**config.mk**
```make
export PLATFORM = sky130hd
export DESIGN_NAME = wrr_grant_arbiter_flat
export DESIGN_NICKNAME = d
export VERILOG_FILES = /design/src/rtl/wrr_grant_arbiter_if.sv /design/src/rtl/wrr_grant_arbiter.sv /design/src/flat_wrapper.sv
export SDC_FILE = /design/constraint.sdc
export NUM_CORES = 1
export LEC_CHECK = 0
export ABC_AREA = 1
export BUFFER_PORTS_ARGS = -buffer_cell sky130_fd_sc_hd__buf_2
export CAP_MARGIN = 40
export CORE_ASPECT_RATIO = 1.75
export CORE_UTILIZATION = 45
export DETAILED_ROUTE_END_ITERATION = 12
export GPL_TIMING_DRIVEN = 0
export PLACE_DENSITY = 0.71
export SYNTH_ARGS = -nofsm -noshare
export SYNTH_HDL_FRONTEND = slang
export SYNTH_SLANG_ARGS = --single-unit
```
**constraint.sdc**
```tcl
create_clock -name clk -period 3.5 [get_ports clk]
set_input_delay 0.875 -clock clk [delete_from_list [all_inputs] [get_ports clk]]
set_output_delay 0.875 -clock clk [all_outputs]
set_load 0.02 [all_outputs]
```
**src/rtl/wrr_grant_arbiter_if.sv**
```systemverilog
// Request/grant bundle between the requesting channels (master) and the
// weighted round-robin arbiter (slave) that drives the channel MUX select.
interface wrr_grant_arbiter_if #(
  parameter int CHANNELS = 8,
  parameter int WT_WIDTH = 4,
  parameter int ID_WIDTH = 3
);
  logic [CHANNELS-1:0]          req;
  logic [CHANNELS*WT_WIDTH-1:0] weightBus;
  logic                         beat;
  logic [CHANNELS-1:0]          grantOneHot;
  logic                         grantValid;
  logic [ID_WIDTH-1:0]          grantId;

  modport master (
    output req, weightBus, beat,
    input  grantOneHot, grantValid, grantId
  );

  modport slave (
    input  req, weightBus, beat,
    output grantOneHot, grantValid, grantId
  );
endinterface

```
**src/rtl/wrr_grant_arbiter.sv**
```systemverilog
// Weighted round-robin arbiter: a granted channel keeps the grant for up to its
// weight in beats, then the grant rotates to the next requester in circular order.
module wrr_grant_arbiter #(
  parameter int CHANNELS = 8,
  parameter int WT_WIDTH = 4,
  parameter int ID_WIDTH = 3
) (
  input logic                clk,
  input logic                reset,
  wrr_grant_arbiter_if.slave bus
);

  localparam int IDX_W = (CHANNELS > 1) ? $clog2(CHANNELS) : 1;

  localparam logic [0:0] ST_IDLE  = 1'b0;
  localparam logic [0:0] ST_GRANT = 1'b1;

  logic [0:0]          state_q,  state_d;
  logic [IDX_W-1:0]    ptr_q,    ptr_d;
  logic [IDX_W-1:0]    cur_q,    cur_d;
  logic [WT_WIDTH-1:0] credit_q, credit_d;
  logic [CHANNELS-1:0] grant_q,  grant_d;
  logic                valid_q,  valid_d;
  logic [ID_WIDTH-1:0] id_q,     id_d;

  logic [WT_WIDTH-1:0] weight [CHANNELS];
  logic [IDX_W-1:0]    next_ptr;
  logic [IDX_W-1:0]    search_start;
  logic [IDX_W-1:0]    sel_idx;
  logic                found;
  logic                end_of_grant;
  logic                load_grant;
  logic [WT_WIDTH-1:0] sel_weight;
  logic [WT_WIDTH-1:0] load_credit;

  for (genvar gi = 0; gi < CHANNELS; gi++) begin : g_weight
    assign weight[gi] = bus.weightBus[gi*WT_WIDTH +: WT_WIDTH];
  end

  assign next_ptr     = (cur_q == IDX_W'(CHANNELS - 1)) ? '0 : cur_q + 1'b1;
  // When a grant ends, the search already starts past the current holder.
  assign search_start = (state_q == ST_GRANT) ? next_ptr : ptr_q;

  // Circular priority search; scanning offsets downwards lets the nearest win.
  always_comb begin
    found   = 1'b0;
    sel_idx = '0;
    for (int k = CHANNELS - 1; k >= 0; k--) begin
      int idx;
      idx = int'(search_start) + k;
      if (idx >= CHANNELS) idx = idx - CHANNELS;
      if (bus.req[IDX_W'(idx)]) begin
        found   = 1'b1;
        sel_idx = IDX_W'(idx);
      end
    end
  end

  assign sel_weight   = weight[sel_idx];
  assign load_credit  = (sel_weight == '0) ? WT_WIDTH'(1) : sel_weight;
  assign end_of_grant = (bus.beat && (credit_q == WT_WIDTH'(1))) || !bus.req[cur_q];
  assign load_grant   = found && ((state_q == ST_IDLE) || end_of_grant);

  always_comb begin
    state_d  = state_q;
    ptr_d    = ptr_q;
    cur_d    = cur_q;
    credit_d = credit_q;
    grant_d  = grant_q;
    valid_d  = valid_q;
    id_d     = id_q;

    if (state_q == ST_GRANT) begin
      if (end_of_grant) begin
        ptr_d = next_ptr;
        if (!found) begin
          state_d  = ST_IDLE;
          credit_d = '0;
          grant_d  = '0;
          valid_d  = 1'b0;
          id_d     = '0;
        end
      end else if (bus.beat) begin
        credit_d = credit_q - 1'b1;
      end
    end

    if (load_grant) begin
      state_d          = ST_GRANT;
      cur_d            = sel_idx;
      credit_d         = load_credit;
      grant_d          = '0;
      grant_d[sel_idx] = 1'b1;
      valid_d          = 1'b1;
      id_d             = ID_WIDTH'(sel_idx);
    end
  end

  always_ff @(posedge clk or posedge reset) begin
    if (reset) begin
      state_q  <= ST_IDLE;
      ptr_q    <= '0;
      cur_q    <= '0;
      credit_q <= '0;
      grant_q  <= '0;
      valid_q  <= 1'b0;
      id_q     <= '0;
    end else begin
      state_q  <= state_d;
      ptr_q    <= ptr_d;
      cur_q    <= cur_d;
      credit_q <= credit_d;
      grant_q  <= grant_d;
      valid_q  <= valid_d;
      id_q     <= id_d;
    end
  end

  assign bus.grantOneHot = grant_q;
  assign bus.grantValid  = valid_q;
  assign bus.grantId     = id_q;

endmodule

```
**src/flat_wrapper.sv**
```systemverilog
// flat-port wrapper written by rule: the top's interface ports become plain ports
module wrr_grant_arbiter_flat 
#(
  parameter int CHANNELS = 8,
  parameter int WT_WIDTH = 4,
  parameter int ID_WIDTH = 3
)
  (clk, reset, bus_req, bus_weightBus, bus_beat, bus_grantOneHot, bus_grantValid, bus_grantId);
  wrr_grant_arbiter_if #(.CHANNELS(CHANNELS), .WT_WIDTH(WT_WIDTH), .ID_WIDTH(ID_WIDTH)) bus_i ();
  input logic clk;
  input logic reset;
  input wire logic [$bits(bus_i.req)-1:0] bus_req;
  input wire logic [$bits(bus_i.weightBus)-1:0] bus_weightBus;
  input wire logic [$bits(bus_i.beat)-1:0] bus_beat;
  output wire logic [$bits(bus_i.grantOneHot)-1:0] bus_grantOneHot;
  output wire logic [$bits(bus_i.grantValid)-1:0] bus_grantValid;
  output wire logic [$bits(bus_i.grantId)-1:0] bus_grantId;
  assign bus_i.req = bus_req;
  assign bus_i.weightBus = bus_weightBus;
  assign bus_i.beat = bus_beat;
  assign bus_grantOneHot = bus_i.grantOneHot;
  assign bus_grantValid = bus_i.grantValid;
  assign bus_grantId = bus_i.grantId;
  wrr_grant_arbiter #(.CHANNELS(CHANNELS), .WT_WIDTH(WT_WIDTH), .ID_WIDTH(ID_WIDTH)) u_core (.clk(clk), .reset(reset), .bus(bus_i));
endmodule
```
* Word level (Yosys, flattened, before mapping)
Cells that the tools add are included.
** Word-level totals
- Register bits after elaboration :: 23
- Bits in latches :: 0
- Bits in writable memories :: 0
- Memory bits (read-only) :: 0
- Input port bits :: 43
- Output and inout port bits :: 12
- Memories :: 0
** Operators by class
- Add/sub/neg operators :: 17
- Multipliers :: 0
- Divide/modulo/power cells :: 0
- Magnitude comparators :: 20
- Equality and inequality tests :: 4
- Shifts and indexed selects :: 0
- Multiplexer cells :: 79
- Bitwise logic cells :: 2
- Reduce and logical (&&, ||, !) cells :: 13
** Operators with widths (number)
- two-way mux 3 bit :: 22
- less-than comparator 3 x 5 -> 1 bit, second input constant :: 8
- two-way mux 1 bit :: 34
- >= comparator 4 bit, second input constant :: 8
- two-way mux 4 bit :: 8
- two-way mux 8 bit :: 4
- binary-select mux 1 bit (select 3 bit) :: 9
- subtractor 3 x 1 -> 3 bit, second input constant :: 8
- adder 3 x 3 -> 4 bit, second input constant :: 4
- binary-select mux 4 bit (select 3 bit) :: 1
- adder 3 x 2 -> 4 bit, second input constant :: 2
- less-than comparator 3 x 4 -> 1 bit, second input constant :: 2
- AND reduction 3 bit :: 2
- adder 3 x 1 -> 4 bit, second input constant :: 1
- == test 4 x 1 -> 1 bit, second input constant :: 1
- >= comparator 3 x 4 -> 1 bit, second input constant :: 1
- zero test 4 bit :: 1
- NOT 3 -> 4 bit :: 1
- nonzero test 2 bit :: 2
- subtractor 4 x 1 -> 4 bit, second input constant :: 1
- adder 3 x 1 -> 3 bit, second input constant :: 1
- demux 1 bit (select 3 bit) :: 1
- == test 3 bit, second input constant :: 1
- >= comparator 3 x 1 -> 1 bit, second input constant :: 1
- other kinds (8) :: 11

* Depth between registers and ports, before layout
- Depth after elaboration :: 24
- Depth in mapped cells :: 29
- Depth with buffers taken out :: 27

* Least setup slack after synthesis
Ideal clock, no wire load.
- Path type :: register to register
- Start :: register u_core.cur_q[0]
- End :: register u_core.credit_q[0]
- Library setup time :: 77 ps
- Arrival time :: 3190 ps
- Required time :: 3423 ps
- Path slack :: 233 ps
- Stages on the path, launching flop included :: 28
- Clock period less this slack :: 3267 ps
- Path through :: dfrtp_1 ha_1 ha_1 nor2_4 nand2_8 nand2_8 inv_1 ha_1 buf_2 inv_1 nand3_1 nand3_2 nand2_2 inv_2 a21oi_2 nand2_1 nand2_1 nand2_2 nand2_4 nand2_2 buf_4 nand2_1 nand2_1 nand3_1 nand3_2 nor2_1 nand3_1 a21oi_1
** On the way
- Cells in the longest elaborated chain, start to end :: 24
- Elaborated cells between the ends (all ways) :: 94
- Classes of those cells :: add/sub: 16; order compare: 8; eq/ne: 2; mux: 59; bitwise: 1; reduce/logical: 8
** RTL lines
- start: declaration :: RTL line wrr_grant_arbiter.sv:20 : logic [IDX_W-1:0] cur_q, cur_d;
- start signal: assignment :: RTL line wrr_grant_arbiter.sv:111 : cur_q <= cur_d;
- adder 3 x 1 -> 3 bit / == test 3 bit (equally long branches) :: RTL line wrr_grant_arbiter.sv:40 : assign next_ptr = (cur_q == IDX_W'(CHANNELS - 1)) ? '0 : cur_q + 1'b1;
- two-way mux 3 bit :: RTL line wrr_grant_arbiter.sv:40
- two-way mux 3 bit :: RTL line wrr_grant_arbiter.sv:42 : assign search_start = (state_q == ST_GRANT) ? next_ptr : ptr_q;
- adder 3 x 3 -> 4 bit :: RTL line wrr_grant_arbiter.sv:50 : idx = int'(search_start) + k;
- >= comparator 4 bit / subtractor 3 x 1 -> 3 bit (equally long branches) :: RTL line wrr_grant_arbiter.sv:51 : if (idx >= CHANNELS) idx = idx - CHANNELS;
- two-way mux 3 bit :: RTL line wrr_grant_arbiter.sv:51
- binary-select mux 1 bit (select 3 bit) :: RTL line wrr_grant_arbiter.sv:52 : if (bus.req[IDX_W'(idx)]) begin
- two-way mux 1 bit (implied by the code) (2 in series) :: RTL line wrr_grant_arbiter.sv:52
- two-way mux 3 bit (8 in series) :: RTL line wrr_grant_arbiter.sv:52
- NOT 3 -> 4 bit (implied by the code) :: RTL line wrr_grant_arbiter.sv:59 : assign sel_weight = weight[sel_idx];
- binary-select mux 4 bit (select 3 bit) :: RTL line wrr_grant_arbiter.sv:59
- two-way mux 4 bit (implied by the code) (2 in series) :: RTL line wrr_grant_arbiter.sv:59
- zero test 4 bit :: RTL line wrr_grant_arbiter.sv:60 : assign load_credit = (sel_weight == '0) ? WT_WIDTH'(1) : sel_weight;
- two-way mux 4 bit :: RTL line wrr_grant_arbiter.sv:60
- two-way mux 4 bit :: RTL line wrr_grant_arbiter.sv:88 : if (load_grant) begin
- end signal: assignment :: RTL line wrr_grant_arbiter.sv:112 : credit_q <= credit_d;
- end: declaration :: RTL line wrr_grant_arbiter.sv:21 : logic [WT_WIDTH-1:0] credit_q, credit_d;
Several ways; a longest one is shown, not always the timed one. The select of a mux whose other input is x is not followed.
A chain may end at the register's enable or synchronous reset.

* Worst setup path after layout
- Start :: register u_core.cur_q[1]
- End :: register u_core.credit_q[0]
The elaborated chain is that of the path after synthesis.

==> flow_summary_export.csv <==
group,metric,value,unit
grt,grt_first_pass_wirelength,10.30,mm
die,core_area,4935,um2
detailed_routing,vias,2681,
grt,antenna_found_initial,0,
die,rows,34,
timing,final.min_clock_period,3433,ps
grt,grt_use_total,0.2357,
timing,hold_violations,0,
layout,fillers,482,
synth,ys_ff_latch,23,
die,initial_core_util,0.4663,
placement,hpwl,5.019,mm
hold_path,hold_class,"reg -> reg",
cts,clk_latency,260,ps
synth,synthesis.area,2301,um2
synth,syn-instance-count,359,
status,status,"complete, no violations",
job,drv_cap,0,
timing,finalSetupViolCount,0,
timing,finalCritPeriodShare,0.9810,
layout,multiInputGateArea,1647,um2
detailed_routing,drc,0,
critical_path,end_kind,"flop",
cts,clockBufferDepth,2,
synth,async_flop_share,1.000,
placement,globalplace.congestion,0.8941,
die,ios,55,
detailed_routing,drtAntennaViolNets,0,
timing,worstMarginPinSlew,462.5,ps
timing,tns,0,ps
timing,slew_headroom,0.6913,
timing,grt_setup_unrepaired,"true",
timing,timing.fmax,291.3,MHz
critical_path,critPathKind,"reg -> reg",
synth,yosysWarningCount,0,
detailed_routing,firstDrtPassIters,4,
cts,htree_levels,1,
critical_path,critPathRequiredTime,3700,ps
synth,synth_ff_type,"dfrtp_1",
timing,skew,1.613,ps
synth,synth.avg_cell_area,6.409,um2
cts,hold_buffers,0,
synth,syn-num-nets,408,
detailed_routing,vias_per_cell,5.330,
timing,slew_violations,0,
placement,placed_area,2654,um2
die,die_y,96.60,um
grt,grt_pass1_vias,2443,
synth,ys_seq_area_frac,0.2501,
die,dieArea,5415,um2
detailed_routing,wl_per_cell,13.54,um
layout,nets,499,
cts,cts_inserted_buffers,3,
critical_path,critPathMaxFanout,7,
layout,postLayoutCellArea,3156,um2
layout,regArea,576.8,um2
grt,grt-ovfl-total,0,
layout,synthToLayoutAreaGrowth,37.14,%
placement,io_buffers,54,
grt,grt_max_degree,14,
cts,path_clk_slew,80,ps
cts,clkSinkCount,23,
cts,cts_root_buf,"clkbuf_8",
layout,drive_above_1_share,0.3497,
die,die_w,56.06,um
critical_path,start_kind,"flop",
detailed_routing,wirelength,6.812,mm
synth,ys_types,33,
synth,synth_edf_count,0,
critical_path,cp_data_arrival_time,3630,ps
cts,cts_tree,"done",
layout,num_antenna_cells,0,
detailed_routing,first_iter_violations,112,
layout by cell type (no fill, tap or decap), types with 3 or more instances in the layout:
cell and n:
a21oi_1 8, nand3_1 59, nor2_2 5, nand2_2 14, buf_4 28, o22ai_1 10
nand2_4 4, ha_1 3, o21ai_1 6, inv_1 41, buf_2 56, nand3_4 6
nand2_8 4, clkbuf_8 3, buf_6 4, inv_2 5, dfrtp_1 22, o21ai_0 15
nor2_1 14, buf_8 3, ha_4 3, nand2_1 103, nand3_2 5
critical path: stages, from the launching register on:
cell,delay [ps]
dfrtp_1,420
ha_4,180
ha_4,170
nor2_4,140
nand2_8,80
nand2_8,90
clkinvlp_4,110
ha_4,280
buf_8,130
nand3_2,130
nand3_4,110
nand2_4,70
buf_4,130
nor2_1,80
o21ai_1,70
nand2_1,80
nand2_2,60
nand3_4,120
nand2_4,90
buf_8,140
nand2_1,50
nand2_1,50
nand3_1,80
nand3_2,100
nor2_2,130
nand3_1,110
a21oi_2,140
final cells by class:
class | count | share of cell area
Buffer | 9 | 0.02895
Clock buffer | 4 | 0.01427
Inverter | 49 | 0.06265
Multi-Input combinational cell | 278 | 0.5218
Sequential cell | 23 | 0.1828
Tap cell | 54 | 0.02141
Timing Repair Buffer | 86 | 0.1681
flip-flops by register name, indices dropped and copies added (netlist names):
| name | count |
|---|---|
| u_core.bus.grantOneHot | 8 |
| u_core.bus.grantValid | 1 |
| u_core.state_q | 1 |
| u_core.ptr_q | 3 |
| u_core.cur_q | 3 |
| u_core.bus.grantId | 3 |
| u_core.credit_q | 4 |
through the flow:
stage	std cells	hold slack [ps]	worst slack (ps)	util
after global placement	467	461.1	-332.5	0.5347
after CTS	479	490.2	10.86	0.5672
after detailed placement	468	464.9	-357.1	0.5378
after floorplan	359	448.8	233.1	-
final	503	482.4	66.59	0.6395
after global routing	503	514.1	-81.24	0.6395
path summary, 6_finish.rpt:
check	start	cells after the start	slack [ps]	endpoint
worst max-delay path	u_core.cur_q[1]	26	70	u_core.credit_q[0]
worst min-delay path	u_core.bus.grantValid	2	480	u_core.bus.grantValid
worst max register to register	u_core.cur_q[1]	26	70	u_core.credit_q[0]
worst min register to register	u_core.bus.grantValid	2	480	u_core.bus.grantValid
max in group asynchronous	reset	3	2450	u_core.credit_q[3]
min in group asynchronous	reset	2	610	u_core.bus.grantValid
cells in the mapped netlist (4+ instances only):
cell,number,area share
inv_1,45,0.073
dfrtp_1,23,0.25
o21ai_0,15,0.033
a21oi_1,9,0.020
nand3_2,4,0.017
nor2_1,19,0.031
o22ai_1,11,0.030
nand2_8,4,0.035
nand2_1,109,0.18
o21ai_1,7,0.015
ha_1,6,0.033
nand2_2,10,0.027
nand3_1,66,0.14
kinds of logic after synthesis:
group	after synthesis	share of synthesized area
AND/OR/NAND/NOR	219	0.4568
buffers and inverters	58	0.1098
AO/OA/AOI/OAI	48	0.1251
flip-flops	23	0.2501
adder cells (fa/ha/maj)	6	0.03263
XOR/XNOR	5	0.02556
per-layer routing:
layer | track usage | wire length, um
met1 | 0.2429 | 2481
met2 | 0.4812 | 3972
met3 | 0.02264 | 213
met4 | 0.08740 | 146
met5 | 0 | 0
repair_timing:
item                                    CTS  global route
pin swaps                                 3            27
cloned                                    0             3
gates resized for setup                  17            34
endpoints found under the setup margin   19            19
buffers inserted                          7            21
Power is left out: the tool's default activity adds up to more than one toggle a clock period on the data nets, which glitch-free logic cannot reach.
